## src/rtl/pattern_sweep_gen_if.sv

```systemverilog
// Controller/DUT-side bundle for pattern_sweep_gen.
// The master drives start/abort/mode/dut_out; the slave (the generator) drives the sweep outputs.
interface pattern_sweep_gen_if #(
    parameter int WIDTH = 5
);
    logic             start;
    logic             abort;
    logic [1:0]       mode;
    logic             dut_out;
    logic [WIDTH-1:0] pattern;
    logic             valid;
    logic             busy;
    logic             done;
    logic [WIDTH:0]   vec_index;
    logic [WIDTH:0]   ones_count;
    logic [1:0]       dbg_state;

    modport master (
        output start, abort, mode, dut_out,
        input  pattern, valid, busy, done, vec_index, ones_count, dbg_state
    );

    modport slave (
        input  start, abort, mode, dut_out,
        output pattern, valid, busy, done, vec_index, ones_count, dbg_state
    );
endinterface

```

## src/rtl/pattern_sweep_gen.sv

```systemverilog
// Exhaustive/walking stimulus generator: steps through every vector of the chosen mode, holding each
// for DWELL cycles, then pulses done. Define SWEEP_CAPTURE_EN to count dut_out=1 samples in ones_count.
module pattern_sweep_gen #(
    parameter int WIDTH = 5,
    parameter int DWELL = 20
) (
    input  logic                clk,
    input  logic                rst,
    pattern_sweep_gen_if.slave  bus
);
    localparam int IW = WIDTH + 1;
    localparam int DW = (DWELL > 1) ? $clog2(DWELL) : 1;
    localparam logic [DW-1:0] DWELL_LAST = DW'(DWELL - 1);
    localparam logic [IW-1:0] LAST_BIN   = {1'b0, {WIDTH{1'b1}}};
    localparam logic [IW-1:0] LAST_WALK  = IW'(WIDTH - 1);

    typedef enum logic [1:0] {
        S_IDLE = 2'd0,
        S_RUN  = 2'd1,
        S_DONE = 2'd2
    } state_t;

    state_t           state_q;
    logic [1:0]       mode_q;
    logic [DW-1:0]    dwell_q;
    logic [IW-1:0]    idx_q;
    logic [WIDTH-1:0] pattern_q;
    logic             valid_q;
    logic             busy_q;
    logic             done_q;
    logic             dwell_end;
    logic             last_vec;
    logic [IW-1:0]    idx_d;

    function automatic logic [WIDTH-1:0] vec_of(input logic [1:0] m, input logic [IW-1:0] i);
        logic [WIDTH-1:0] one_hot;
        one_hot = WIDTH'(1) << i;
        case (m)
            2'b00:   vec_of = i[WIDTH-1:0];
            2'b01:   vec_of = i[WIDTH-1:0] ^ i[WIDTH:1];
            2'b10:   vec_of = one_hot;
            default: vec_of = ~one_hot;
        endcase
    endfunction

    always_comb begin
        dwell_end = (dwell_q == DWELL_LAST);
        last_vec  = (idx_q == (mode_q[1] ? LAST_WALK : LAST_BIN));
        idx_d     = idx_q + 1'b1;
    end

    // valid marks a live sweep vector; the DUT side has no backpressure, so valid is never stalled.
    always_ff @(posedge clk) begin
        if (rst) begin
            state_q   <= S_IDLE;
            mode_q    <= 2'b00;
            dwell_q   <= '0;
            idx_q     <= '0;
            pattern_q <= '0;
            valid_q   <= 1'b0;
            busy_q    <= 1'b0;
            done_q    <= 1'b0;
        end else begin
            done_q <= 1'b0;
            unique case (state_q)
                S_IDLE: begin
                    if (bus.start) begin
                        state_q   <= S_RUN;
                        mode_q    <= bus.mode;
                        dwell_q   <= '0;
                        idx_q     <= '0;
                        pattern_q <= vec_of(bus.mode, '0);
                        valid_q   <= 1'b1;
                        busy_q    <= 1'b1;
                    end
                end
                S_RUN: begin
                    if (bus.abort) begin
                        state_q   <= S_IDLE;
                        dwell_q   <= '0;
                        idx_q     <= '0;
                        pattern_q <= '0;
                        valid_q   <= 1'b0;
                        busy_q    <= 1'b0;
                    end else if (dwell_end) begin
                        dwell_q <= '0;
                        idx_q   <= idx_d;
                        if (last_vec) begin
                            // idx_q lands on N here, which is what vec_index shows during DONE.
                            state_q   <= S_DONE;
                            pattern_q <= '0;
                            valid_q   <= 1'b0;
                            busy_q    <= 1'b0;
                            done_q    <= 1'b1;
                        end else begin
                            pattern_q <= vec_of(mode_q, idx_d);
                        end
                    end else begin
                        dwell_q <= dwell_q + 1'b1;
                    end
                end
                S_DONE: begin
                    state_q <= S_IDLE;
                    idx_q   <= '0;
                end
                default: begin
                    state_q <= S_IDLE;
                end
            endcase
        end
    end

    assign bus.pattern   = pattern_q;
    assign bus.valid     = valid_q;
    assign bus.busy      = busy_q;
    assign bus.done      = done_q;
    assign bus.vec_index = idx_q;
    assign bus.dbg_state = state_q;

`ifdef SWEEP_CAPTURE_EN
    logic [IW-1:0] ones_q;

    // Sample on the final dwell cycle so the DUT has had the whole dwell to settle.
    always_ff @(posedge clk) begin
        if (rst) begin
            ones_q <= '0;
        end else if (state_q == S_IDLE && bus.start) begin
            ones_q <= '0;
        end else if (state_q == S_RUN && dwell_end && bus.dut_out && ones_q != '1) begin
            ones_q <= ones_q + 1'b1;
        end
    end

    assign bus.ones_count = ones_q;
`else
    logic unused_dut_out;
    assign unused_dut_out = bus.dut_out;
    assign bus.ones_count = '0;
`endif
endmodule
```

## src/flat_wrapper.sv

```systemverilog
// flat-port wrapper written by rule: the top's interface ports become plain ports
module pattern_sweep_gen_flat 
#(
    parameter int WIDTH = 5,
    parameter int DWELL = 20
)
  (clk, rst, bus_start, bus_abort, bus_mode, bus_dut_out, bus_pattern, bus_valid, bus_busy, bus_done, bus_vec_index, bus_ones_count, bus_dbg_state);
  pattern_sweep_gen_if #(.WIDTH(WIDTH)) bus_i ();
  input  logic clk;
  input  logic rst;
  input wire logic [$bits(bus_i.start)-1:0] bus_start;
  input wire logic [$bits(bus_i.abort)-1:0] bus_abort;
  input wire logic [$bits(bus_i.mode)-1:0] bus_mode;
  input wire logic [$bits(bus_i.dut_out)-1:0] bus_dut_out;
  output wire logic [$bits(bus_i.pattern)-1:0] bus_pattern;
  output wire logic [$bits(bus_i.valid)-1:0] bus_valid;
  output wire logic [$bits(bus_i.busy)-1:0] bus_busy;
  output wire logic [$bits(bus_i.done)-1:0] bus_done;
  output wire logic [$bits(bus_i.vec_index)-1:0] bus_vec_index;
  output wire logic [$bits(bus_i.ones_count)-1:0] bus_ones_count;
  output wire logic [$bits(bus_i.dbg_state)-1:0] bus_dbg_state;
  assign bus_i.start = bus_start;
  assign bus_i.abort = bus_abort;
  assign bus_i.mode = bus_mode;
  assign bus_i.dut_out = bus_dut_out;
  assign bus_pattern = bus_i.pattern;
  assign bus_valid = bus_i.valid;
  assign bus_busy = bus_i.busy;
  assign bus_done = bus_i.done;
  assign bus_vec_index = bus_i.vec_index;
  assign bus_ones_count = bus_i.ones_count;
  assign bus_dbg_state = bus_i.dbg_state;
  pattern_sweep_gen #(.WIDTH(WIDTH), .DWELL(DWELL)) u_core (.clk(clk), .rst(rst), .bus(bus_i));
endmodule
```

## config.mk

```make
export PLATFORM = sky130hd
export DESIGN_NAME = pattern_sweep_gen_flat
export DESIGN_NICKNAME = d
export VERILOG_FILES = /design/src/rtl/pattern_sweep_gen_if.sv /design/src/rtl/pattern_sweep_gen.sv /design/src/flat_wrapper.sv
export SDC_FILE = /design/constraint.sdc
export NUM_CORES = 1
export LEC_CHECK = 0
export CAP_MARGIN = 20
export CORE_ASPECT_RATIO = 1.5
export CORE_UTILIZATION = 50
export DETAILED_ROUTE_END_ITERATION = 8
export GPL_TIMING_DRIVEN = 0
export PLACE_DENSITY_LB_ADDON = 0.05
export SLEW_MARGIN = 20
export SYNTH_ARGS = -nofsm -noshare
export SYNTH_HDL_FRONTEND = slang
export SYNTH_SLANG_ARGS = --single-unit
```

## constraint.sdc

```tcl
create_clock -name clk -period 7.3 [get_ports clk]
set_input_delay 0.73 -clock clk [delete_from_list [all_inputs] [get_ports clk]]
set_output_delay 0.73 -clock clk [all_outputs]
set_load 0.01 [all_outputs]
```

Word level (Yosys, flattened, before mapping)

Cells that the tools add are included.

Register bits after elaboration: 22
Bits in latches: 0
RAM bits: 0
Memory bits (read-only): 0
Input port bits: 7
Memories kept: 0

Add/subtract/negate cells: 2
$mul: 0
Div/mod/pow operators: 0
$lt $le $gt $ge: 0
Equality and inequality tests: 11
Shifts and indexed selects: 1
Mux-type cells: 27
Bitwise gates (word level): 4
Reductions and logical operators: 13

Operators by type and width:

| cell                                                                     | number |
|---|---|
| 5-bit 2-to-1 mux                                                         | 8 |
| 5-bit case mux with 2 select lines                                       | 3 |
| 6-bit 2-to-1 mux                                                         | 3 |
| 6-bit case mux with 3 select lines                                       | 1 |
| 5-bit case mux with 3 select lines                                       | 1 |
| 3-bit AND reduction                                                      | 3 |
| 2-bit 2-to-1 mux                                                         | 4 |
| 6-bit by 1-bit adder with 6-bit output (second input constant)           | 1 |
| 2-bit by 1-bit == test with 1-bit output (second input constant)         | 3 |
| 2-bit == test (second input constant)                                    | 3 |
| 6-bit == test                                                            | 1 |
| 2-bit zero test                                                          | 3 |
| 3-bit by 2-bit inequality test with 1-bit output (second input constant) | 2 |
| 1-bit by 6-bit << shifter with 5-bit output (first input constant)       | 1 |
| 5-bit by 1-bit adder with 5-bit output (second input constant)           | 1 |
| 5-bit == test (second input constant)                                    | 1 |
| 1-bit 2-to-1 mux                                                         | 5 |
| 5-bit inverter                                                           | 1 |
| 5-bit XOR                                                                | 1 |
| 2-bit case mux with 2 select lines                                       | 1 |
| 2-bit AND reduction                                                      | 2 |
| 4-bit AND reduction                                                      | 1 |
| 4-bit OR reduction                                                       | 1 |
| 3-bit nonzero test                                                       | 1 |
| other kinds (5)                                                          | 6 |

Longest topological paths before layout

Depth in word-level cells: 8
Depth in mapped cells: 11

Worst setup path after synthesis

OpenSTA, ideal clock, no wires.

Path type: reg2reg
From: register u_core.idx_q[1] (netlist: u_core.bus.vec_index[1])
To: register u_core.pattern_q[2] (netlist: u_core.bus.pattern[2])
Setup time: 132 ps
Data arrival time: 2267 ps
Required time: 7168 ps
Setup slack: 4901 ps
Stages on the path, launching flop included: 12
Buffers on the path: 1
Cell sequence: dfxtp_1 ha_1 buf_2 nand3_1 xnor2_1 inv_1 ha_1 nand3_1 o32ai_2 and4_1 a2111oi_0 nor4_1

Word-level cells in the longest chain between the ends: 8

Ends and longest elaborated chain:

| what                                        | RTL line                | source |
|---|---|---|
| start: declaration                          | pattern_sweep_gen.sv:26 | `logic [IW-1:0] idx_q;` |
| start signal: assignment                    | pattern_sweep_gen.sv:87 | `idx_q <= idx_d;` |
| 6-bit by 1-bit adder with 6-bit output      | pattern_sweep_gen.sv:49 | `idx_d = idx_q + 1'b1;` |
| 1-bit by 6-bit << shifter with 5-bit output | pattern_sweep_gen.sv:37 | `one_hot = WIDTH'(1) << i;` |
| 5-bit inverter                              | pattern_sweep_gen.sv:42 | `default: vec_of = ~one_hot;` |
| 5-bit case mux with 3 select lines          | pattern_sweep_gen.sv:38 | `case (m)` |
| 5-bit 2-to-1 mux *                          | pattern_sweep_gen.sv:88 | `if (last_vec) begin` |
| 5-bit 2-to-1 mux *                          | pattern_sweep_gen.sv:85 | `end else if (dwell_end) begin` |
| 5-bit 2-to-1 mux *                          | pattern_sweep_gen.sv:78 | `if (bus.abort) begin` |
| 5-bit case mux with 2 select lines *        | pattern_sweep_gen.sv:65 | `unique case (state_q)` |
| end signal: assignment                      | pattern_sweep_gen.sv:72 | `pattern_q <= vec_of(bus.mode, '0);` |
| end signal: assignment                      | pattern_sweep_gen.sv:96 | `pattern_q <= vec_of(mode_q, idx_d);` |
| end: declaration                            | pattern_sweep_gen.sv:27 | `logic [WIDTH-1:0] pattern_q;` |

Every way passes the cells marked *; elsewhere a longest branch is shown, timed or not. The select of a mux whose other input is x is not followed.
A chain may end at the register's enable or synchronous reset.

Final worst setup path

Same ends and word-level chain as after synthesis.

==> metrics list <==
* Hold Fails Final Rpt: 0
* Source of the worst hold timing path: u_core.bus.pattern[3]$_SDFFE_PP0P_
- Area overhead of the layout relative to synthesis: 20.9%
- Register share of total power: 45.7%
- In this run, synthesis inferred 0 flip-flops with an integrated enable.
- HP Class: reg2reg
- The analysis attributes to cell leakage a power of 0.682 nW.
- Share of cells above drive strength 1: 13.6%
- TritonCTS built the clock tree.
* Number of buffers inserted by hold repair at cts: 0
- The clock net in this run drives a total of 22 sinks.
- VDD sags by at most 0.134 mV.
- Sequential cells were found to cover approximately 29% of the synthesized design area.
- Sink of the worst hold path: u_core.bus.pattern[3]$_SDFFE_PP0P_
* Library cell used as clock root buffer: sky130_fd_sc_hd__clkbuf_8
- Number of max-cap violations: 0
- After synthesis the netlist holds a flip-flop and latch count of 22.
- For this run, design rule violations remaining after detail routing come to 0.
- Final slew viol count: 0
- At the end of the flow, the number of nets in the layout was approximately 230.
- Post-Synth Simple-Gate Area: 32.1%
- CP Max Fanout: 10
- The floorplan step set the die width to 47.3 µm.
- Net switching is 28.2% of the power.
- After clock tree synthesis, the clock-pin slew on the worst setup and hold paths is 0.08 ns.
- For the final database, setup skew stands at 0.00371 ns.
* Initial detailed-routing violation count: 31
* Relative contribution of combinational cells to total power: between 20% and 30%
- The first global-routing pass estimated about 6600 µm of wire.
- Number of antenna violations at the first check in global routing: 0
- Synth Area in Adders: ~2.4%
* Actual slew at the worst max-slew pin: 0.508 ns
* Initial core utilization: 52.9%
- Number of cell rows: 24
- The total overflow left after global routing is 0.
- The cell count after synthesis came out at 192.
- Per report_power, the clock group accounts for 31.2% of the total.
* Area of the mapped netlist: roughly 1500 µm²
- Count of fill cells added during filler insertion: slightly below 300
* Avg Inst Size Synth: 8.03 µm²
* Fin cells: 260
* Share of the core filled with cells: 64.0%
- The startpoint identified for the worst register-to-register timing path is u_core.bus.vec_index[1]$_SDFFE_PP0P_.
- Power density over the cells: 150 nW/µm²
* Fmax: 365 MHz
- For this run, the total global-route usage over all layers was measured as 26.4%.
- Kind of capture point of the worst setup path: flip-flop
- Routability-driven placement finished with a final weighted congestion of 0.886.
- Internal power: 201 µW
* Fraction of registers with async set or reset after synthesis: 0%
* Die outline height: 70.0 µm
* Via count of the routed design: 1489
- Setup TNS: 0 ns
- Using the TritonRoute via totals, the vias-per-cell ratio works out to 5.73.
* Run status: complete, no violations
* Combinational family with the most area after synthesis: simple AND/OR/NAND/NOR gates
- Top-level I/O count: 29
* Final worst path period share: 37.5%
- Area share of xor/xnor cells in the synthesized design: 3.41%
- Via count of the first global-routing pass: 1500
- Leading cell types by count after synthesis: 22 x sky130_fd_sc_hd__dfxtp_1, 22 x sky130_fd_sc_hd__nor2_1, 13 x sky130_fd_sc_hd__nand2_1
- Endpoint of the most critical register-to-register path: u_core.bus.pattern[2]$_SDFFE_PP0P_
* Maximum number of pins on one net before global-route repair: 13
- After synthesis, the share of cell area in mux cells is 2.60%.
- Critical path required time: 7.44 ns
* CTS Buffer Depth: 2
- Min-Delay Path Depth: 2
- The worst setup path is launched from a flip-flop.
* Primary flip-flop cell chosen by synthesis mapping: sky130_fd_sc_hd__dfxtp_1
- In this run, placement finished with an instance count of ~260.
* Kind of critical path: reg2reg
* Total clock buffers created by CTS: 3
- Summing the areas of all compound-gate instances in the mapped netlist gives a little over a fifth of the synthesized area.
- CORE AREA: 2910 µm²
* Buffer count from post-CTS setup fixing: 0
* Worst r2r path cells: 11
- After detailed routing, the average wire length per cell comes to 14.9 µm.
- Setup violations remaining at the end of the flow were counted as 0.
* # H-tree levels: 1
- N_diodes: 0
- Setup repair after global routing left no endpoint under its margin.
* Worst endpoint data arrival time: 2.88 ns
- Post-CTS repair changed the size of 0 cells.
* Detailed placement HPWL: between 3000 and 4000 µm
- The worst path needs 2.74 ns of the cycle, external delays included.
- Cells taking the most area after synthesis: sky130_fd_sc_hd__dfxtp_1 29%, sky130_fd_sc_hd__nor2_1 5.4%, sky130_fd_sc_hd__buf_4 3.9%, sky130_fd_sc_hd__nand3_1 3.2%, sky130_fd_sc_hd__nand2_1 3.2%
- First drt pass iteration count: 4
* Clock insertion delay at the later pin of the skew report: between 0.2 and 0.3 ns
* Cell taking the most area after synthesis: sky130_fd_sc_hd__dfxtp_1
- During placement, the flow inserted port buffers numbering 20.
* Die outline area: between 3000 and 4000 µm²
- Total power: roughly 280 µW
- Yosys top cell area share: 28.6%
- Wirelength, routed: 3870 µm
- Post-synth cell types: 57
- Residual antenna-violating net count after detailed routing: 0
- During synthesis, Yosys emitted a total of 0 warnings.
* Worst relative slew slack: approximately two thirds
- Net Sw Power: 78.9 µW
- The setup check on the worst reg-to-reg path leaves a slack of between 4 and 5 ns.
## sequential cells by signal, summed over array words and instances, names as in the netlist
name and count:
u_core.bus.dbg_state 2, u_core.bus.done 1, u_core.bus.pattern 5, u_core.bus.valid 1
u_core.bus.vec_index 6, u_core.dwell_q 5, u_core.mode_q 2
## area by class of cell
cell class | instances | area, µm² | share of cell area [%]
inverter | 8 | 30.0 | 1.61
buffer | 19 | 108 | 5.77
tap | 39 | 48.8 | 2.62
timing repair buffer | 20 | 200 | 10.7
multi-input combinational | 148 | 982 | 52.7
sequential | 22 | 440 | 23.6
clock buffer | 4 | 55.1 | 2.95
## layout by cell type (no fill, tap or decap), types with 3 or more instances in the layout
master,netlist,final
sky130_fd_sc_hd__a21oi_1,8,8
sky130_fd_sc_hd__a22oi_1,4,4
sky130_fd_sc_hd__a311oi_1,3,3
sky130_fd_sc_hd__buf_2,5,5
sky130_fd_sc_hd__buf_4,8,8
sky130_fd_sc_hd__clkbuf_1,6,6
sky130_fd_sc_hd__clkbuf_8,0,4
sky130_fd_sc_hd__clkdlybuf4s50_1,0,20
sky130_fd_sc_hd__conb_1,1,6
sky130_fd_sc_hd__dfxtp_1,22,22
sky130_fd_sc_hd__ha_1,3,3
sky130_fd_sc_hd__inv_1,8,8
sky130_fd_sc_hd__mux2i_1,4,4
sky130_fd_sc_hd__nand2_1,13,13
sky130_fd_sc_hd__nand3_1,10,10
sky130_fd_sc_hd__nor2_1,22,22
sky130_fd_sc_hd__nor3_1,8,8
sky130_fd_sc_hd__nor4_1,4,4
sky130_fd_sc_hd__o21ai_0,8,8
sky130_fd_sc_hd__o21ai_1,4,4
sky130_fd_sc_hd__o31ai_1,3,3
sky130_fd_sc_hd__or3_1,3,3
sky130_fd_sc_hd__xnor2_1,3,3
sky130_fd_sc_hd__xor2_1,3,3
## worst max path at each step
stage | cells past startpoint | start | slack, ns | end
detailed placement | 11 | u_core.bus.vec_index[1]$_SDFFE_PP0P_ | 4.60 | u_core.bus.pattern[2]$_SDFFE_PP0P_
CTS | 11 | u_core.bus.vec_index[1]$_SDFFE_PP0P_ | 4.57 | u_core.bus.pattern[2]$_SDFFE_PP0P_
finish | 11 | u_core.bus.vec_index[1]$_SDFFE_PP0P_ | 4.56 | u_core.bus.pattern[2]$_SDFFE_PP0P_
global route | 11 | u_core.bus.vec_index[1]$_SDFFE_PP0P_ | 4.34 | u_core.bus.pattern[2]$_SDFFE_PP0P_
floorplan | 11 | u_core.bus.vec_index[1]$_SDFFE_PP0P_ | 4.90 | u_core.bus.pattern[2]$_SDFFE_PP0P_
global placement | 11 | u_core.bus.vec_index[1]$_SDFFE_PP0P_ | 4.54 | u_core.bus.pattern[2]$_SDFFE_PP0P_
## cell families after synthesis
logic type / Yosys count
buffers and inverters: 27
adders and majority gates: 3
other: 1
muxes: 4
DFF: 22
and+or+nand+nor: 82
xor gates and xnor gates: 6
AOI/OAI and AO/OA: 47
## worst max-delay path: stages (launching register included)
cell and delay, ns:
sky130_fd_sc_hd__dfxtp_1 0.48, sky130_fd_sc_hd__ha_1 0.19, sky130_fd_sc_hd__buf_2 0.21, sky130_fd_sc_hd__nand3_1 0.12
sky130_fd_sc_hd__xnor2_1 0.37, sky130_fd_sc_hd__inv_1 0.09, sky130_fd_sc_hd__ha_1 0.26, sky130_fd_sc_hd__nand3_1 0.11
sky130_fd_sc_hd__o32ai_2 0.09, sky130_fd_sc_hd__and4_1 0.22, sky130_fd_sc_hd__a2111oi_0 0.39, sky130_fd_sc_hd__nor4_1 0.09
## layer usage
metal  track usage (%)  share of wire, %
met1              30.1                39
met2              47.0                56
met3              3.36               2.0
met4              8.89               2.6
met5                 0                 0
## power groups by stage
stage | clock network [mW] | registers (mW) | logic [mW]
global placement | 0 | 0.131 | 0.0625
detailed placement | 0 | 0.131 | 0.0636
finish | 0.0875 | 0.128 | 0.0646
floorplan | 0 | 0.132 | 0.0406
CTS | 0.0880 | 0.128 | 0.0642
global route | 0.0917 | 0.129 | 0.0709
## metrics by stage
step           worst slack (ns)  cell area [µm²]  hold slack [ns]
3_3_place_gp               4.54             1810            0.491
4_1_cts                    4.57             1860            0.512
3_5_place_dp               4.60             1810            0.500
6_report                   4.56             1860            0.514
5_1_grt                    4.34             1860            0.553
2_1_floorplan              4.90             1560            0.505
Power figures use the tool's default switching activity.
